## src/rtl/rca8_mul_seq_if.sv

```systemverilog
// Start/busy/done handshake between the ALU control unit and the shift-add multiplier.
// Latency: n/a (wires only). Backpressure: start is ignored while busy is high.
// master = ALU control unit, slave = multiplier sequencer.
interface rca8_mul_seq_if;
    logic        start;
    logic [7:0]  a;
    logic [7:0]  b;
    logic        signed_mode;
    logic        busy;
    logic        done;
    logic [15:0] product;

    modport master (output start, a, b, signed_mode, input busy, done, product);
    modport slave  (input start, a, b, signed_mode, output busy, done, product);
endinterface

```

## src/rtl/rca8_mul_seq.sv

```systemverilog
// 8x8 -> 16 shift-add multiplier sharing one RCA8 adder; optional signed mode via SIGNED_MUL_EN.
// Latency: 8 cycles accept-to-done (10 when a signed result must be negated).
// Backpressure: start is accepted only while busy is low; it is never queued.

// 8-bit ripple-carry adder.
// Latency: combinational. Backpressure: none.
// Shared by every partial-product add and the final negation.
module rca8 (
    input  logic [7:0] x,
    input  logic [7:0] y,
    input  logic       c_in,
    output logic [7:0] z,
    output logic       c_out
);
    logic [8:0] c;

    assign c[0] = c_in;

    for (genvar i = 0; i < 8; i++) begin : g_fa
        assign z[i]   = x[i] ^ y[i] ^ c[i];
        assign c[i+1] = (x[i] & y[i]) | (c[i] & (x[i] ^ y[i]));
    end

    assign c_out = c[8];
endmodule

// Sequencer: IDLE -> RUN x8 -> [NEG_LO -> NEG_HI] -> DONE -> IDLE.
// Latency: 8 cycles unsigned / non-negated, 10 when the magnitude product is negated.
// Backpressure: busy high from acceptance through the done cycle; start ignored meanwhile.
module rca8_mul_seq (
    input  logic               clk,
    input  logic               rst,
    rca8_mul_seq_if.slave      bus
);
    typedef enum logic [2:0] {IDLE, RUN, NEG_LO, NEG_HI, DONE} state_t;

    state_t      state, state_next;
    logic [7:0]  m, h, l;
    logic [2:0]  cnt;
    logic [15:0] p_next;
    logic [15:0] product_q;
    logic [7:0]  add_x, add_y, add_z;
    logic        add_cin, add_cout;
    logic [7:0]  a_ld, b_ld;

`ifdef SIGNED_MUL_EN
    logic neg, neg_c;

    // Magnitudes for signed operands; 8'h80 maps to 128 naturally.
    assign a_ld = (bus.signed_mode && bus.a[7]) ? (~bus.a + 8'd1) : bus.a;
    assign b_ld = (bus.signed_mode && bus.b[7]) ? (~bus.b + 8'd1) : bus.b;
`else
    logic unused_signed_mode;

    assign unused_signed_mode = bus.signed_mode;
    assign a_ld = bus.a;
    assign b_ld = bus.b;
`endif

    rca8 u_rca8 (
        .x     (add_x),
        .y     (add_y),
        .c_in  (add_cin),
        .z     (add_z),
        .c_out (add_cout)
    );

    always_ff @(posedge clk or posedge rst) begin
        if (rst) state <= IDLE;
        else     state <= state_next;
    end

    always_comb begin
        state_next = state;
        case (state)
            IDLE: if (bus.start) state_next = RUN;
            RUN: begin
                if (cnt == 3'd7) begin
`ifdef SIGNED_MUL_EN
                    state_next = neg ? NEG_LO : DONE;
`else
                    state_next = DONE;
`endif
                end
            end
`ifdef SIGNED_MUL_EN
            NEG_LO:  state_next = NEG_HI;
            NEG_HI:  state_next = DONE;
`endif
            DONE:    state_next = IDLE;
            default: state_next = IDLE;
        endcase
    end

    always_comb begin
        bus.busy    = (state != IDLE);
        bus.done    = (state == DONE);
        bus.product = product_q;
        add_x       = h;
        add_y       = l[0] ? m : 8'h00;
        add_cin     = 1'b0;
        p_next      = {h, l};
        case (state)
            RUN: p_next = {add_cout, add_z, l[7:1]};
`ifdef SIGNED_MUL_EN
            NEG_LO: begin
                add_x   = ~l;
                add_y   = 8'h00;
                add_cin = 1'b1;
                p_next  = {h, add_z};
            end
            NEG_HI: begin
                add_x   = ~h;
                add_y   = 8'h00;
                add_cin = neg_c;
                p_next  = {add_z, l};
            end
`endif
            default: ;
        endcase
    end

    // product only moves on the edge entering DONE, so it coincides with done.
    always_ff @(posedge clk or posedge rst) begin
        if (rst) begin
            m         <= 8'h00;
            h         <= 8'h00;
            l         <= 8'h00;
            cnt       <= 3'd0;
            product_q <= 16'h0000;
`ifdef SIGNED_MUL_EN
            neg       <= 1'b0;
            neg_c     <= 1'b0;
`endif
        end else begin
            if (state == IDLE) begin
                if (bus.start) begin
                    m   <= a_ld;
                    l   <= b_ld;
                    h   <= 8'h00;
                    cnt <= 3'd0;
`ifdef SIGNED_MUL_EN
                    neg <= bus.signed_mode & (bus.a[7] ^ bus.b[7]);
`endif
                end
            end else begin
                {h, l} <= p_next;
            end
            if (state == RUN) cnt <= cnt + 3'd1;
`ifdef SIGNED_MUL_EN
            if (state == NEG_LO) neg_c <= add_cout;
`endif
            if (state_next == DONE && state != DONE) product_q <= p_next;
        end
    end
endmodule

```

## src/flat_wrapper.sv

```systemverilog
// flat-port wrapper written by rule: the top's interface ports become plain ports
module rca8_mul_seq_flat 
  (clk, rst, bus_start, bus_a, bus_b, bus_signed_mode, bus_busy, bus_done, bus_product);
  rca8_mul_seq_if bus_i ();
  input  logic clk;
  input  logic rst;
  input wire logic [$bits(bus_i.start)-1:0] bus_start;
  input wire logic [$bits(bus_i.a)-1:0] bus_a;
  input wire logic [$bits(bus_i.b)-1:0] bus_b;
  input wire logic [$bits(bus_i.signed_mode)-1:0] bus_signed_mode;
  output wire logic [$bits(bus_i.busy)-1:0] bus_busy;
  output wire logic [$bits(bus_i.done)-1:0] bus_done;
  output wire logic [$bits(bus_i.product)-1:0] bus_product;
  assign bus_i.start = bus_start;
  assign bus_i.a = bus_a;
  assign bus_i.b = bus_b;
  assign bus_i.signed_mode = bus_signed_mode;
  assign bus_busy = bus_i.busy;
  assign bus_done = bus_i.done;
  assign bus_product = bus_i.product;
  rca8_mul_seq u_core (.clk(clk), .rst(rst), .bus(bus_i));
endmodule
```

## config.mk

```make
export PLATFORM = sky130hd
export DESIGN_NAME = rca8_mul_seq_flat
export DESIGN_NICKNAME = d
export VERILOG_FILES = /design/src/rtl/rca8_mul_seq_if.sv /design/src/rtl/rca8_mul_seq.sv /design/src/flat_wrapper.sv
export SDC_FILE = /design/constraint.sdc
export NUM_CORES = 1
export LEC_CHECK = 0
export CAP_MARGIN = 20
export CORE_MARGIN = 4
export CORE_UTILIZATION = 35
export CTS_CLUSTER_SIZE = 10
export DETAILED_ROUTE_END_ITERATION = 10
export GPL_TIMING_DRIVEN = 0
export PLACE_DENSITY = 0.65
export SETUP_SLACK_MARGIN = 0.2
export SYNTH_ARGS = -nofsm -noshare
export SYNTH_HDL_FRONTEND = slang
export SYNTH_SLANG_ARGS = --single-unit
```

## constraint.sdc

```tcl
create_clock -name clk -period 3.6 [get_ports clk]
set_input_delay 0.9 -clock clk [delete_from_list [all_inputs] [get_ports clk]]
set_output_delay 0.9 -clock clk [all_outputs]
set_load 0.1 [all_outputs]
```

==> key figures, run 1 <==
Synth
  • Post-synth top area share: a little under three fifths
  • Synth area leader: dfrtp_1
  • YS warnings: 0
  • Most used DFF post-synth: dfrtp_1
  • Async set-or-reset flop fraction in the synthesized netlist: 100%
  • Cells after Synth: ~170
  • Post-Syn Area: between 2000 and 2500 µm²
  • Netlist cell types: 24
  • Post-synthesis sequential area ratio: between 50% and 60%
  • Post-synth top cells: dfrtp_1 (46), nand2_1 (40), a22o_1 (10), inv_1 (10), mux2_2 (9)
  • Top-count cell post-synth: dfrtp_1
  • Post-Synthesis Mean Instance Area: approximately 12 µm²
  • Ranking of synthesized cells by area: dfrtp_1 (57%), nand2_1 (7.5%), fa_1 (7.0%)
  • Post-synth EDFFs: 0
  • Yosys reg bits: 46
  • Syn Nets: just under 200

Timing
  • Max Freq: 279 MHz
  • RSZ-0062 raised after global routing: true
  • Worst slew pin tran: around 1000 ps
  • Final setup vio count: 0
  • Slew Limit Headroom: about a third
  • Fin. Hold Viols: 0
  • Final Cycle Share: between 90% and 100%
  • Minimum clock period: ~3600 ps
  • TNS Setup: 0 ps
  • Setup slack after layout: 13.3 ps
  • Final setup skew: between 5 and 6 ps
  • Final Max Slew Viols: 0

Global routing
  • GRT Util Overall: about an eighth
  • Antenna violations before repair: 0
  • Pin count of the biggest net entering global routing: 29
  • First-pass GRT wire length: about 7000 µm
  • Vias in the first global route: about 1,500
  • Total gr overflow: 0

Detailed routing
  • Final WL: between 4000 and 5000 µm
  • Vias/cell: 4.75
  • DRT iter0 DRCs: 37
  • DRT Pass-1 Iters: 4
  • Residual DRC: 0
  • Routed vias: 1,359
  • Avg WL per Cell: between 10 and 15 µm
  • Antenna-violating nets left: 0

Job
  • Max cap viols: 0

Power and ir drop
  • Clock Power Share: a little over a quarter
  • Sequential Power Share: a little over half
  • Tot Pwr: approximately 1.1 mW
  • Combinational Power Share: between 15 and 20%
  • VDD IR max: approximately 200 µV
  • P_int: 0.800 mW
  • Power per Cell Area: roughly 420 nW/µm²
  • Sw Share: roughly 27%
  • Lkg Pwr: about 1.2 nW
  • Switch Pwr: approximately 0.3 mW

Die
  • Core area: around 5500 µm²
  • Die height: 83.9 µm
  • Number of top-level pins: 38
  • Starting density of the core: between 30% and 40%
  • Die span in x: around 84 µm
  • # rows: 27
  • Die area: approximately 7000 µm²

Clock network
  • CTS H-tree depth: 2
  • Clk_lat worst skew: between 200 and 300 ps
  • CTS Buf Count: 5
  • Cts hold-fix bufs: 0
  • Root Driver: clkbuf_8
  • CTS clk-pin slew, worst paths: about 80 ps
  • CTS tree: done
  • Clock sink total: 46
  • Max Root-Sink Buffers: 2

Place
  • I/O Buffers: 36
  • Worst slack, placed: -50.5 ps
  • Routability cong.: about 0.77
  • Dpl hpwl: between 2000 and 3000 µm

Cells and area
  • Area grow syn2layout: 30.2%
  • Share of layout cells above drive strength 1: around a fifth
  • Area of the multi-input gates: a little over 800 µm²
  • Final core utilization: roughly 47%
  • Fillcell total: 531
  • ANT cells: 0
  • Final #Nets: roughly 240
  • Register area: ~1200 µm²

Critical path
  • CP Max Fanout: 2
  • Crit-path cells: clkbuf_8 -> and2_4 -> ha_4 -> inv_2 -> fa_2 -> fa_2 -> fa_2 -> fa_2 -> fa_2 -> fa_2 -> fa_1 -> o21ai_1
  • Crit. End Element: flop
  • Slowest cell on crit path: fa_1
  • WP buf/inv: 2
  • Reg2reg path depth: 12
  • Critical path depth in cells: 12
  • Top cell by count, worst path: fa_2
  • WP data required: approximately 3800 ps
  • CP delay by family, top: adder cells
  • CP Launch Type: flop
  • CP peak stage delay: approximately 510 ps
  • Worst Path Class, Setup: reg -> reg
  • Worst Path Arrival: approximately 3800 ps

Min path
  • Hold path cells: 2
  • Worst hold path type: reg -> reg

Outcome
  • Status: finished clean
[power by group through the flow]
stage	clock network [mW]	logic (mW)	registers [mW]
floorplan	0	0.131	0.601
global placement	0	0.181	0.605
detailed placement	0	0.191	0.607
CTS	0.309	0.204	0.598
global route	0.330	0.223	0.605
finish	0.298	0.197	0.598
[repair_timing]
item / in CTS / in global routing
endpoints found under the setup margin: 4 / 4
resized for setup: 5 / 1
pin swaps: 3 / 1
setup buffers: 2 / 0
[final timing paths]
kind	from	to	slack (ps)
worst max-delay path	u_core.l[0]	u_core.bus.product[14]	10
worst min-delay path	u_core.bus.product[9]	u_core.bus.product[9]	480
worst max register to register	u_core.l[0]	u_core.bus.product[14]	10
worst min register to register	u_core.bus.product[9]	u_core.bus.product[9]	480
max in group asynchronous	rst	u_core.add_x[5]	2200
min in group asynchronous	rst	u_core.bus.product[0]	920
[kinds of logic after synthesis]
group                      synth area share, %
adders and majority gates                 8.82
AOI/OAI and AO/OA                         13.7
DFF                                       57.1
buffers and inverters                     4.35
and+or+nand+nor                           10.8
other                                    0.186
muxes                                     5.03
[cells in the final DEF, fill, tap and decap left out, types with 3 or more instances in the layout]
cell             count
clkdlybuf4s50_1     36
nand2_1             40
buf_2                4
o21ai_0              6
mux2_2               9
o2bb2ai_1            8
a22o_1              10
dfrtp_1             46
clkbuf_8             6
inv_1                8
a21o_1               8
fa_2                 6
buf_4                3
[routing by layer]
metal	track usage [%]	wire, µm	vias to the layer above	part of all wire (%)
met4	3.51	49	0	1.2
met5	0	0	-	0
met2	19.5	1900	35	47
li1	-	-	660	-
met3	3.36	195	7	4.8
met1	17.0	1930	657	47
[cell type report]
cell class / count / share of cell area (%)
buffer: 8 / 2.15
clock buffer: 5 / 2.62
clock inverter: 2 / 0.381
inverter: 11 / 1.57
multi-input combinational: 103 / 30.9
sequential: 46 / 43.9
tap: 72 / 3.43
timing repair buffer: 39 / 15.1
[per-stage QoR]
stage / hold slack (ps) / instance area [µm²] / instances
4_1_cts: 485 / 2620 / 286
3_5_place_dp: 463 / 2510 / 277
6_report: 482 / 2620 / 286
3_3_place_gp: 460 / 2490 / 276
2_1_floorplan: 456 / 2040 / 168
5_1_grt: 506 / 2620 / 286
[worst min-delay path, delay by kind of cell, from the launching register on]
family          cells  cell delay (ps)
simple gates        1               40
flops               1              350
compound gates      1               60
[state kept, by name (all words and copies together) (netlist names)]
register and flops:
u_core.cnt 3, u_core.bus.product 16, u_core.m 8, u_core.state 3, u_core.l 8, u_core.add_x 8
Power figures use the tool's default switching activity.
==> run 2, diff against run 1 <==
--- a/config.mk
+++ b/config.mk
@@ -6,10 +6,11 @@
 export NUM_CORES = 1
 export LEC_CHECK = 0
 export CAP_MARGIN = 20
-export CORE_MARGIN = 4
+export CORE_MARGIN = 2
 export CORE_UTILIZATION = 35
 export CTS_CLUSTER_SIZE = 10
 export DETAILED_ROUTE_END_ITERATION = 10
+export GPL_ROUTABILITY_DRIVEN = 0
 export GPL_TIMING_DRIVEN = 0
 export PLACE_DENSITY = 0.65
 export SETUP_SLACK_MARGIN = 0.2
==> run 2 against run 1 <==
- global-route usage rose by 1.5 points
- die area fell by 9.3%
- register-to-register slack improved by 40 ps
- clock-buffer cell count rose by 1
- sequential share of layout area fell by 0.17 points
- cell count fell by 0.35%
- worst setup slack improved by 44 ps
- cell area rose by 0.38%
- worst hold slack got worse by 5.4 ps
- via count fell by 1.3%
- critical endpoint unchanged
- first-iteration DRC count rose by 11%
- utilization rose by 0.18 points
==> key figures, run 2 (synthesis results as in run 1) <==
Critical path
  • Worst Path Class, Setup: reg -> reg
  • Slowest cell on crit path: fa_1
  • WP data required: 3780 ps
  • CP Max Fanout: 2
  • Crit-path cells: clkbuf_8 -> and2_4 -> ha_4 -> inv_2 -> fa_2 -> fa_2 -> fa_2 -> fa_2 -> fa_2 -> fa_2 -> fa_1 -> o21ai_0
  • CP Launch Type: flop
  • Reg2Reg Setup Slack: 60 ps
  • Crit. End Element: flop
  • Top cell by count, worst path: fa_2
  • WP buf/inv: 2
  • Worst Path Arrival: 3720 ps
  • CP delay by family, top: adder cells
  • CP peak stage delay: slightly above 500 ps

Clock network
  • Clk_lat worst skew: 300 ps
  • Clock sink total: between 40 and 50
  • Root Driver: clkbuf_8
  • CTS clk-pin slew, worst paths: around 80 ps
  • Max Root-Sink Buffers: 2
  • CTS H-tree depth: 2
  • CTS tree: done
  • CTS Buf Count: 5

Place
  • I/O Buffers: 36
  • Worst slack, placed: -17.6 ps
  • Dpl hpwl: approximately 2700 µm
  • Placed cell count: 277
  • Area of placed instances: roughly 2500 µm²

Cells and area
  • ANT cells: 0
  • Fillcell total: approximately 520
  • Share of layout cells above drive strength 1: between 10% and 20%
  • Most common cell after layout, fill and taps aside: dfrtp_1
  • Post-route design area: around 2600 µm²
  • Register area: around 1200 µm²
  • Final #Nets: 244
  • Area grow syn2layout: 30.7%
  • Finished Layout Cells: between 200 and 300
  • Max reg flops: 16
  • Most frequent cells in the layout: dfrtp_1 (46), nand2_1 (40), clkdlybuf4s50_1 (36), a22o_1 (10), mux2_2 (9)
  • Final core utilization: 47.5%
  • Area of the multi-input gates: ~820 µm²

Power and ir drop
  • Power per Cell Area: approximately 420 nW/µm²
  • P_int: between 0.8 and 0.9 mW
  • Lkg Pwr: 1.18 nW
  • Sequential Power Share: 54.1%
  • Combinational Power Share: 17.6%
  • Sw Share: 26.0%
  • Clock Power Share: 28.3%
  • Switch Pwr: roughly 0.29 mW
  • VDD IR max: 191 µV
  • Tot Pwr: ~1.1 mW

Global routing
  • Pin count of the biggest net entering global routing: 29
  • GRT Util Overall: between 10 and 15%
  • Vias in the first global route: 1,376
  • Antenna violations before repair: 0
  • Total gr overflow: 0
  • First-pass GRT wire length: a little under 7000 µm

Detailed routing
  • DRT Pass-1 Iters: 4
  • Avg WL per Cell: ~14 µm
  • Final WL: 3870 µm
  • Antenna-violating nets left: 0
  • DRT iter0 DRCs: 41
  • Routed vias: ~1,300
  • Residual DRC: 0
  • Vias/cell: 4.71

Die
  • Die area: about 6400 µm²
  • Starting density of the core: between 30% and 40%
  • Die height: approximately 80 µm
  • Core area: roughly 5500 µm²
  • # rows: 27
  • Number of top-level pins: 38
  • Die span in x: between 70 and 80 µm

Timing
  • TNS Setup: 0 ps
  • Worst slew pin tran: around 970 ps
  • Hold WS: 476 ps
  • Minimum clock period: 3540 ps
  • Final Cycle Share: roughly 98%
  • Max Freq: 282 MHz
  • Final setup vio count: 0
  • Fin. Hold Viols: 0
  • Final setup skew: between 4 and 5 ps
  • RSZ-0062 raised after global routing: true
  • Slew Limit Headroom: about a third
  • Final Max Slew Viols: 0
  • Setup slack after layout: approximately 57 ps

Job
  • Max cap viols: 0

Outcome
  • Status: finished clean

Min path
  • Worst hold path type: reg -> reg
[run 2: cell count changes in the layout (fill, tap and decap cells not counted)]
cell       change
o2bb2ai_1      -1
o2bb2ai_2      +1
o21ai_0        +1
o21ai_1        -1
clkbuf_8       +1
clkinv_2       -2
[run 2: cell type report]
class | count | share of cell area (%)
Buffer | 8 | 2.14
Clock buffer | 6 | 3.14
Inverter | 11 | 1.57
Sequential cell | 46 | 43.7
Timing Repair Buffer | 39 | 15.0
Multi-Input combinational cell | 103 | 31.0
Tap cell | 72 | 3.42
[run 2: tightest hold or removal path, delay by kind of cell (launching register included)]
kind	cells	cell delay, ps
flops	1	340
simple gates	2	110
[run 2: what timing repair did]
item                       in CTS  in global routing
pin swaps                       3                  1
buffers inserted                2                  0
gates resized for setup         6                  0
setup endpoints to repair       4                  4
hold buffers                    0                  0
[run 2: power groups by stage]
stage	combinational, mW	clock [mW]	sequential, mW
4_1_cts	0.199	0.320	0.597
3_5_place_dp	0.187	0	0.607
2_1_floorplan	0.131	0	0.601
6_report	0.194	0.313	0.597
3_3_place_gp	0.180	0	0.605
5_1_grt	0.219	0.340	0.606
[run 2: final timing paths]
path,start,to,depth (start not counted)
worst max-delay path,u_core.l[0],u_core.bus.product[14],12
worst min-delay path,u_core.bus.product[0],u_core.bus.product[0],2
worst max register to register,u_core.l[0],u_core.bus.product[14],12
worst min register to register,u_core.bus.product[0],u_core.bus.product[0],2
max in group asynchronous,rst,u_core.add_x[0],3
min in group asynchronous,rst,u_core.bus.product[0],2
[run 2: metal layers]
layer	vias to the layer above	share of wire, %	GRT usage [%]
li1	665	-	-
met1	639	49	19.2
met2	30	44	21.1
met3	7	5.5	4.19
met4	0	1.4	4.58
met5	-	0	0
==> RTL change, RTL diff (settings of run 1) <==
The option `SIGNED_MUL_EN` is turned on by a define.
--- a/src/rtl/rca8_mul_seq.sv
+++ b/src/rtl/rca8_mul_seq.sv
@@ -6,4 +6,6 @@
 // Latency: combinational. Backpressure: none.
 // Shared by every partial-product add and the final negation.
+`define SIGNED_MUL_EN
+
 module rca8 (
     input  logic [7:0] x,
Function: changed (a bounded check fails within 10 cycles, from zero or initial values and one cycle with rst high).
==> RTL change against run 1 <==
- the run now ends with setup timing left
- critical path depth up 9
- area after synthesis is 53% higher
- worst setup slack worse by 910 ps
- clock power up 18%
- routed wire length increased by 110%
- sequential cell count rose by 2
- power grew to 3.4 times the old value
- largest cell class is now multi-input gates
- global-route usage up 5.7 points
- cell area increased by 53%
==> RTL change: results (changes against run 1) <==
Status
  – Status: complete, but fails checks (was completed)
  – Failing checks: setup timing

Synth
  – Post-synth net total: 383 (was 198)
  – Post-synth top cells: o21ai_0 (55), dfrtp_1 (48), nand2_1 (39) (was dfrtp_1 (46), nand2_1 (40), a22o_1 (10), inv_1 (10), mux2_2 (9))
  – Syn_area_per_cell: 8.78 sq um (was 12.0 sq um)

Critical path
  – R2R Path Start: u_core.state[0]$_DFF_PP0_ (was u_core.l[0]$_DFFE_PP0P_)
  – Crit path arrival time: 4720 ps (was 3750 ps)
  – Reg2reg path depth: 21 (was 12)

Pwr
  – Leakage power: 1.63 nW (was 1.18 nW)
  – Tot Pwr: 0.00374 W (was 0.00109 W)
  – Sw frac: 52.1% (was 26.8%)
  – Clk pwr share: 9.4% (was 27.3%)

Placement
  – DP Area: 3660 sq um (was 2510 sq um)
  – Dpl ws: -1080 ps (was -50.5 ps)
  – Gp weighted congestion: 0.969 (was 0.769)
  – DP Cell Count: 493 (was 277)

GRT
  – Vias in the first global route: 2738 (was 1477)
  – GR Util met2: 29.7% (was 19.5%)
  – Routing usage on met1: 24.6% (was 17.0%)
  – First-pass GRT wire length: 14600 um (was 7020 um)

Routing
  – Detailed route wirelength on metal3: 545 um (was 195 um)
  – Initial DRC count: 152 (was 37)
  – WL met2: 4040 um (was 1900 um)

Clocking
  – Clock latency on the worst-skew pair: 310 ps (was 290 ps)

STA
  – Setup TNS Final: -8950 ps (was 0 ps)
  – Worst Slack Setup Final: -895 ps (was 13.3 ps)
  – Final setup fails: 15 (was 0)
[RTL change: cell types whose count changed after synthesis, sizes merged, moves of 9 or more]
cell	before	now
a21oi	0	21
buf	6	16
nand3b	0	9
nor2	1	18
nor2b	0	14
o21ai	9	56
[RTL change: cell families after synthesis]
family                     after synthesis  synth area share [%]
AOI/OAI and AO/OA                      113                  22.3
xor gates and xnor gates                 8                  2.27
adders and majority gates               12                  6.82
buffers and inverters                   39                  5.89
DFF                                     48                  39.0
muxes                                    9                  3.05
and+or+nand+nor                        122                  20.7
[RTL change: final cells by class]
type / count / area, sq um
inverter: 13 / 48.8
tap: 105 / 131
multi-input combinational: 264 / 1880
clock buffer: 6 / 82.6
clock inverter: 2 / 13.8
sequential: 48 / 1200
timing repair buffer: 49 / 483
buffer: 26 / 173
fill: 812 / 4370
[RTL change: timing repair]
item                       in CTS  in global routing
hold endpoints to repair        0                  0
resized for setup              34                 17
pin swaps                      14                  7
setup endpoints to repair      22                 24
hold buffers                    0                  0
gates cloned                    0                  0
buffers inserted               11                  1
